==> config.mk <==
export PLATFORM = sky130hd
export DESIGN_NAME = sobel_window_gen
export DESIGN_NICKNAME = d
export VERILOG_FILES = /design/src/rtl/sobel_pkg.sv /design/src/rtl/sobel_line_buf.sv /design/src/rtl/sobel_window_gen.sv
export SDC_FILE = /design/constraint.sdc
export NUM_CORES = 1
export LEC_CHECK = 0
export CORE_ASPECT_RATIO = 0.9
export CORE_UTILIZATION = 45
export DETAILED_ROUTE_END_ITERATION = 10
export HOLD_SLACK_MARGIN = 0.05
export PLACE_DENSITY = 0.58
export SKIP_CTS_REPAIR_TIMING = 1
export SKIP_LAST_GASP = 1
export SLEW_MARGIN = 0
export SYNTH_ARGS = -nofsm -noshare
export SYNTH_HDL_FRONTEND = slang
export SYNTH_HIERARCHICAL = 1
export SYNTH_SLANG_ARGS = --single-unit
==> constraint.sdc <==
create_clock -name clk -period 5.1 [get_ports clk]
set_input_delay 0.51 -clock clk [delete_from_list [all_inputs] [get_ports clk]]
set_output_delay 0.51 -clock clk [all_outputs]
set_load 0.01 [all_outputs]
==> src/rtl/sobel_pkg.sv <==
// Shared types and helpers for the sobel 3x3 window generator.
package sobel_pkg;

  localparam int PIX_W_DEF = 8;
  localparam int KPIX_W    = PIX_W_DEF + 1;

  typedef enum logic {
    ACTIVE = 1'b0,
    DONE   = 1'b1
  } state_e;

  // Width of a coordinate counter covering 0..n-1 (never narrower than 1 bit).
  function automatic int coord_w(input int n);
    return (n > 2) ? $clog2(n) : 1;
  endfunction

endpackage

==> src/rtl/sobel_line_buf.sv <==
// Single-line pixel store. Combinational read of the addressed entry,
// write on the clock edge, so a same-address access returns the old data.
module sobel_line_buf #(
  parameter int DEPTH = 64,
  parameter int W     = 8,
  parameter int AW    = 6
) (
  input  logic          clk,
  input  logic          we_i,
  input  logic [AW-1:0] addr_i,
  input  logic [W-1:0]  wdata_i,
  output logic [W-1:0]  rdata_o
);

  logic [W-1:0] mem_q [DEPTH];

  assign rdata_o = mem_q[addr_i];

  // Storage is deliberately not reset; rows are only consumed once rewritten.
  always_ff @(posedge clk) begin
    if (we_i) mem_q[addr_i] <= wdata_i;
  end

endmodule

==> src/rtl/sobel_window_gen.sv <==
// Raster pixel stream -> sliding 3x3 interior window for the sobel kernel.
// Two line buffers hold rows r-1 and r-2; a 3x3 register window shifts left
// on every accepted pixel. Window registers are [row][col], col 0 = left.
module sobel_window_gen
  import sobel_pkg::*;
#(
  parameter int IMG_W = 64,
  parameter int IMG_H = 64,
  parameter int PIX_W = PIX_W_DEF
) (
  input  logic             clk,
  input  logic             rst_n,
  input  logic             pix_valid,
  input  logic [PIX_W-1:0] pix_in,
  input  logic             sof,
  output logic [PIX_W:0]   p0,
  output logic [PIX_W:0]   p1,
  output logic [PIX_W:0]   p2,
  output logic [PIX_W:0]   p3,
  output logic [PIX_W:0]   p5,
  output logic [PIX_W:0]   p6,
  output logic [PIX_W:0]   p7,
  output logic [PIX_W:0]   p8,
  output logic             win_valid,
  output logic             frame_done,
  output logic             err_overrun
);

  localparam int KW = PIX_W + 1;
  localparam int CW = coord_w(IMG_W);
  localparam int RW = coord_w(IMG_H);

  localparam logic [CW-1:0] C_LAST = CW'(IMG_W - 1);
  localparam logic [RW-1:0] R_LAST = RW'(IMG_H - 1);
  localparam logic [CW-1:0] C_TWO  = CW'(2);
  localparam logic [RW-1:0] R_TWO  = RW'(2);

  state_e                   state_q, state_d;
  logic [CW-1:0]            col_q, col_d, col_eff;
  logic [RW-1:0]            row_q, row_d, row_eff;
  logic [2:0][2:0][KW-1:0]  win_q, win_d;
  logic                     win_valid_q, win_valid_d;
  logic                     frame_done_q, frame_done_d;
  logic                     err_q, err_d;
  logic                     take;
  logic [PIX_W-1:0]         lb1_rd, lb2_rd;

  // sof forces the accepted pixel to (0,0) whatever the counters say.
  assign col_eff = sof ? '0 : col_q;
  assign row_eff = sof ? '0 : row_q;

  // After frame end only a sof pixel is taken; everything else is dropped.
  assign take = pix_valid & (sof | (state_q == ACTIVE));

  sobel_line_buf #(.DEPTH(IMG_W), .W(PIX_W), .AW(CW)) u_lb1 (
    .clk     (clk),
    .we_i    (take),
    .addr_i  (col_eff),
    .wdata_i (pix_in),
    .rdata_o (lb1_rd)
  );

  // lb2 receives the row that lb1 is about to overwrite.
  sobel_line_buf #(.DEPTH(IMG_W), .W(PIX_W), .AW(CW)) u_lb2 (
    .clk     (clk),
    .we_i    (take),
    .addr_i  (col_eff),
    .wdata_i (lb1_rd),
    .rdata_o (lb2_rd)
  );

  // Next-state: counters, FSM, window shift and output strobes.
  always_comb begin
    state_d      = state_q;
    col_d        = col_q;
    row_d        = row_q;
    win_d        = win_q;
    win_valid_d  = 1'b0;
    frame_done_d = 1'b0;
    err_d        = err_q;

    if (pix_valid) begin
      if (sof)                   err_d = 1'b0;
      else if (state_q == DONE)  err_d = 1'b1;
    end

    if (take) begin
      state_d = ACTIVE;
      for (int i = 0; i < 3; i++) begin
        win_d[i][0] = win_q[i][1];
        win_d[i][1] = win_q[i][2];
      end
      win_d[0][2] = {1'b0, lb2_rd};
      win_d[1][2] = {1'b0, lb1_rd};
      win_d[2][2] = {1'b0, pix_in};
      win_valid_d = (row_eff >= R_TWO) && (col_eff >= C_TWO);

      if (col_eff == C_LAST) begin
        col_d = '0;
        if (row_eff == R_LAST) begin
          row_d        = '0;
          state_d      = DONE;
          frame_done_d = 1'b1;
        end else begin
          row_d = row_eff + RW'(1);
        end
      end else begin
        col_d = col_eff + CW'(1);
        row_d = row_eff;
      end
    end
  end

  // State register; line buffers are excluded from reset.
  always_ff @(posedge clk or negedge rst_n) begin
    if (!rst_n) begin
      state_q      <= ACTIVE;
      col_q        <= '0;
      row_q        <= '0;
      win_q        <= '0;
      win_valid_q  <= 1'b0;
      frame_done_q <= 1'b0;
      err_q        <= 1'b0;
    end else begin
      state_q      <= state_d;
      col_q        <= col_d;
      row_q        <= row_d;
      win_q        <= win_d;
      win_valid_q  <= win_valid_d;
      frame_done_q <= frame_done_d;
      err_q        <= err_d;
    end
  end

  // Centre win_q[1][1] is kept only to feed p3 on the next shift.
  assign p0          = win_q[0][0];
  assign p1          = win_q[0][1];
  assign p2          = win_q[0][2];
  assign p3          = win_q[1][0];
  assign p5          = win_q[1][2];
  assign p6          = win_q[2][0];
  assign p7          = win_q[2][1];
  assign p8          = win_q[2][2];
  assign win_valid   = win_valid_q;
  assign frame_done  = frame_done_q;
  assign err_overrun = err_q;

endmodule

==> reports/qor.csv <==
stage,metric,value,unit
outcome,outcome,finished clean,
timing,Fmax achieved,235,MHz
synth,"EDFF count, synth",1024,
clock_network,clk sinks,1112,
global_routing,initial antenna violation count,4,
global_routing,vias in the first global route,25666,
synth,"area leader, netlist",edfxtp_1,
synth,YS warnings,6,
setup_path,flop2flop setup slack,850,ps
timing,final worst path period share,0.833,
synth,cell count after synthesis,2804,
timing,final hold vios,0,
clock_network,CTS Buffer Depth,3,
power,Sw Ratio,0.240,
timing,fin worst setup slack,850,ps
power,Clock power frac,0.383,
synth,synth unique cells,66,
floorplan,io pins,87,
routing,Post-Route WL,119,mm
floorplan,Die W,334,µm
min_path,worst min path class,in2async,
power,internal cell power,15.9,mW
final_layout,Nets,2955,
timing,minimum clock period after layout,4250,ps
setup_path,R2R Path Start,col_q[1],
flow_run,Max-cap violations,0,
floorplan,Core ar.,98300,µm²
routing,Starting DRT DRC Count,3226,
synth,ranking of synthesized cells by area,"edfxtp_1 (69%), dfrtp_1 (4.9%), mux4_2 (4.1%), mux2i_1 (2.8%), nand2_1 (2.7%)",
synth,register area share after synthesis,0.737,
placement,Port Buffers,78,
floorplan,Initial Utilization,0.455,
routing,Via density,6.00,
floorplan,row cnt,109,
timing,RSZ-0062 raised after global routing,false,
synth,syn_area_per_cell,16.0,µm²
timing,max-slew violations,0,
global_routing,first-pass GRT wire length,176,mm
power,Comb power frac,0.112,
power,Pleak,16.9,nW
timing,Rel. slew slack,0.213,
timing,clk_skew,58.3,ps
global_routing,aggregate global routing overflow,0,
clock_network,Worst-path clk slew,60,ps
clock_network,CTS root buffer,clkbuf_16,
setup_path,Worst Setup End Kind,flop,
clock_network,Worst-Skew Late Latency,700,ps
setup_path,r2r worst-path depth,10,
routing,drc violations,0,
clock_network,CTS tree,yes,
final_layout,layout cells sized above 1,0.160,
placement,hpwl dp,75.4,mm
floorplan,die height,301,µm
setup_path,crit-path max FO,21,
setup_path,Worst Path Arrival,4860,ps
floorplan,die area,101000,µm²
power,Max IR drop VDD,0.000276,V
power,Power Dens Cells,410,nW/µm²
synth,#FFs+latches synth,1112,
final_layout,Inserted Diodes,0,
setup_path,Setup CP Type,reg2reg,
routing,total iterations of the first detailed-routing run,5,
routing,Via Count,26154,
routing,Antenna Nets Post-Route,0,
power,Tot Pwr,20.9,mW
timing,final setup TNS,0,ps
timing,Tightest Pin Transition,1170,ps
placement,Setup WS pre-CTS,225,ps
setup_path,WP data required,5710,ps
global_routing,GRT Total Usage,0.237,
synth,asr flop ratio synth,0.0791,
synth,share of the synthesized area in the top cell type,0.687,
timing,# setup viols final,0,
routing,DR WL/cell,27.3,µm
setup_path,Worst R2R End,p5[1],
setup_path,CP startpoint kind,flop,
synth,Most used DFF post-synth,edfxtp_1,
placement,gp weighted congestion,0.899,
power,Switch Pwr,5.02,mW
synth,synthesized area,44700,µm²
clock_network,H-tree levels,3,
power,Seq pwr share,0.505,
global_routing,largest net degree at the start of global routing,99,
final_layout,area growth from synthesis to layout,14.1,%
clock_network,cts bufs inserted,110,
## cell usage in the layout (no fill, tap or decap), types with 24 or more instances in the layout
master	netlist	final
a31oi_1	31	31
a22oi_1	80	80
mux4_2	82	82
nor2_1	169	166
buf_4	80	171
dfrtp_1	88	88
nand2b_1	51	51
clkdlybuf4s50_1	0	69
o21ai_0	25	25
clkbuf_16	0	110
o22ai_1	45	45
nand2_1	317	316
a21oi_1	63	63
edfxtp_1	1024	1024
nand3b_1	24	24
mux2i_1	126	126
a221oi_1	42	42
## Yosys cell counts, types with 13 or more instances
cell type,instances
nor2_1,169
nand3b_1,24
and3_1,19
nand2b_1,51
clkbuf_1,74
o221ai_1,18
mux2i_1,126
a221oi_1,42
o22a_1,22
a31oi_1,31
and2_1,19
mux2_1,14
a22o_1,21
o22ai_1,45
dfrtp_1,88
a22oi_1,80
o21ai_0,25
nand3_1,23
a32oi_1,14
buf_2,76
a21oi_1,63
buf_1,13
nand2_1,317
nor2b_1,22
o2bb2ai_1,14
a221o_1,22
buf_4,80
mux4_2,82
edfxtp_1,1024
## critical path, stage by stage, from the launching register on
cell and delay, ps:
dfrtp_1 410, nor2b_4 670, buf_4 280, nor2b_1 570
a22oi_1 130, and3_1 220, o311ai_0 980, or4_2 520
buf_12 200, nand2_1 60, nand2_1 80
## registers in the layout (all words and copies together) (netlist names), 6 cells and up
register / count
p2: 8
p1: 8
p0: 8
p7: 8
u_lb1/mem_q: 512
col_q: 6
p3: 8
p8: 8
p5: 8
row_q: 6
win_q: 8
u_lb2/mem_q: 512
p6: 8
## per-stage QoR
step	hold WS (ps)	instances	area [µm²]	utilization
floorplan	214	2811	44800	-
global placement	452	4158	47500	0.483
detailed placement	460	4158	47500	0.483
CTS	-278	4357	51000	0.519
global route	313	4358	51000	0.519
finish	293	4358	51000	0.519
## layer usage
metal  part of all wire  GRT usage  routed length (µm)
met5            0.00011          0                  13
met4              0.028     0.0685                3270
met3              0.082     0.0394                9780
met2               0.46      0.365               54900
met1               0.43      0.348               50900
## power groups by stage
stage | Sequential [mW] | Clock [mW] | Combinational [mW]
6_report | 10.6 | 8.02 | 2.34
2_1_floorplan | 10.8 | 0 | 1.31
4_1_cts | 10.6 | 8.15 | 2.36
3_3_place_gp | 10.8 | 0 | 2.31
3_5_place_dp | 10.8 | 0 | 2.35
5_1_grt | 10.6 | 8.49 | 2.50
## kinds of logic (layout without fill, tap and decap cells)
family                   count (synthesis)  after routing  synth area share
adder cells (fa/ha/maj)                  4              4           0.00112
flip-flops                            1112           1112             0.737
AND/OR/NAND/NOR                        720            720            0.0763
XOR/XNOR                                 2              2          0.000392
multiplexers                           232            232            0.0755
buffers and inverters                  265            480            0.0328
AO/OA/AOI/OAI                          468            468            0.0772
other                                    1              8         0.0000838
## final cells by class
cell class              count  area [µm²]
fillers                  7950       47300
flip-flops and latches   1112       33000
multi-input cells        1434       10400
clock buffers             135        2870
repair buffers            269        2420
well taps                1332        1670
clock inverters            64         703
inverters                  12        51.3
## how the worst max path moves through the flow
stage,start,endpoint,cells after the start
after floorplan,sof,u_lb2/mem_q[0][2],12
after global placement,sof,u_lb2/mem_q[24][1],9
after detailed placement,sof,u_lb2/mem_q[28][1],9
after CTS,col_q[1],u_lb2/mem_q[45][1],8
after global routing,col_q[1],p5[1],10
final,col_q[1],p5[1],10
Power figures use the tool's default switching activity.
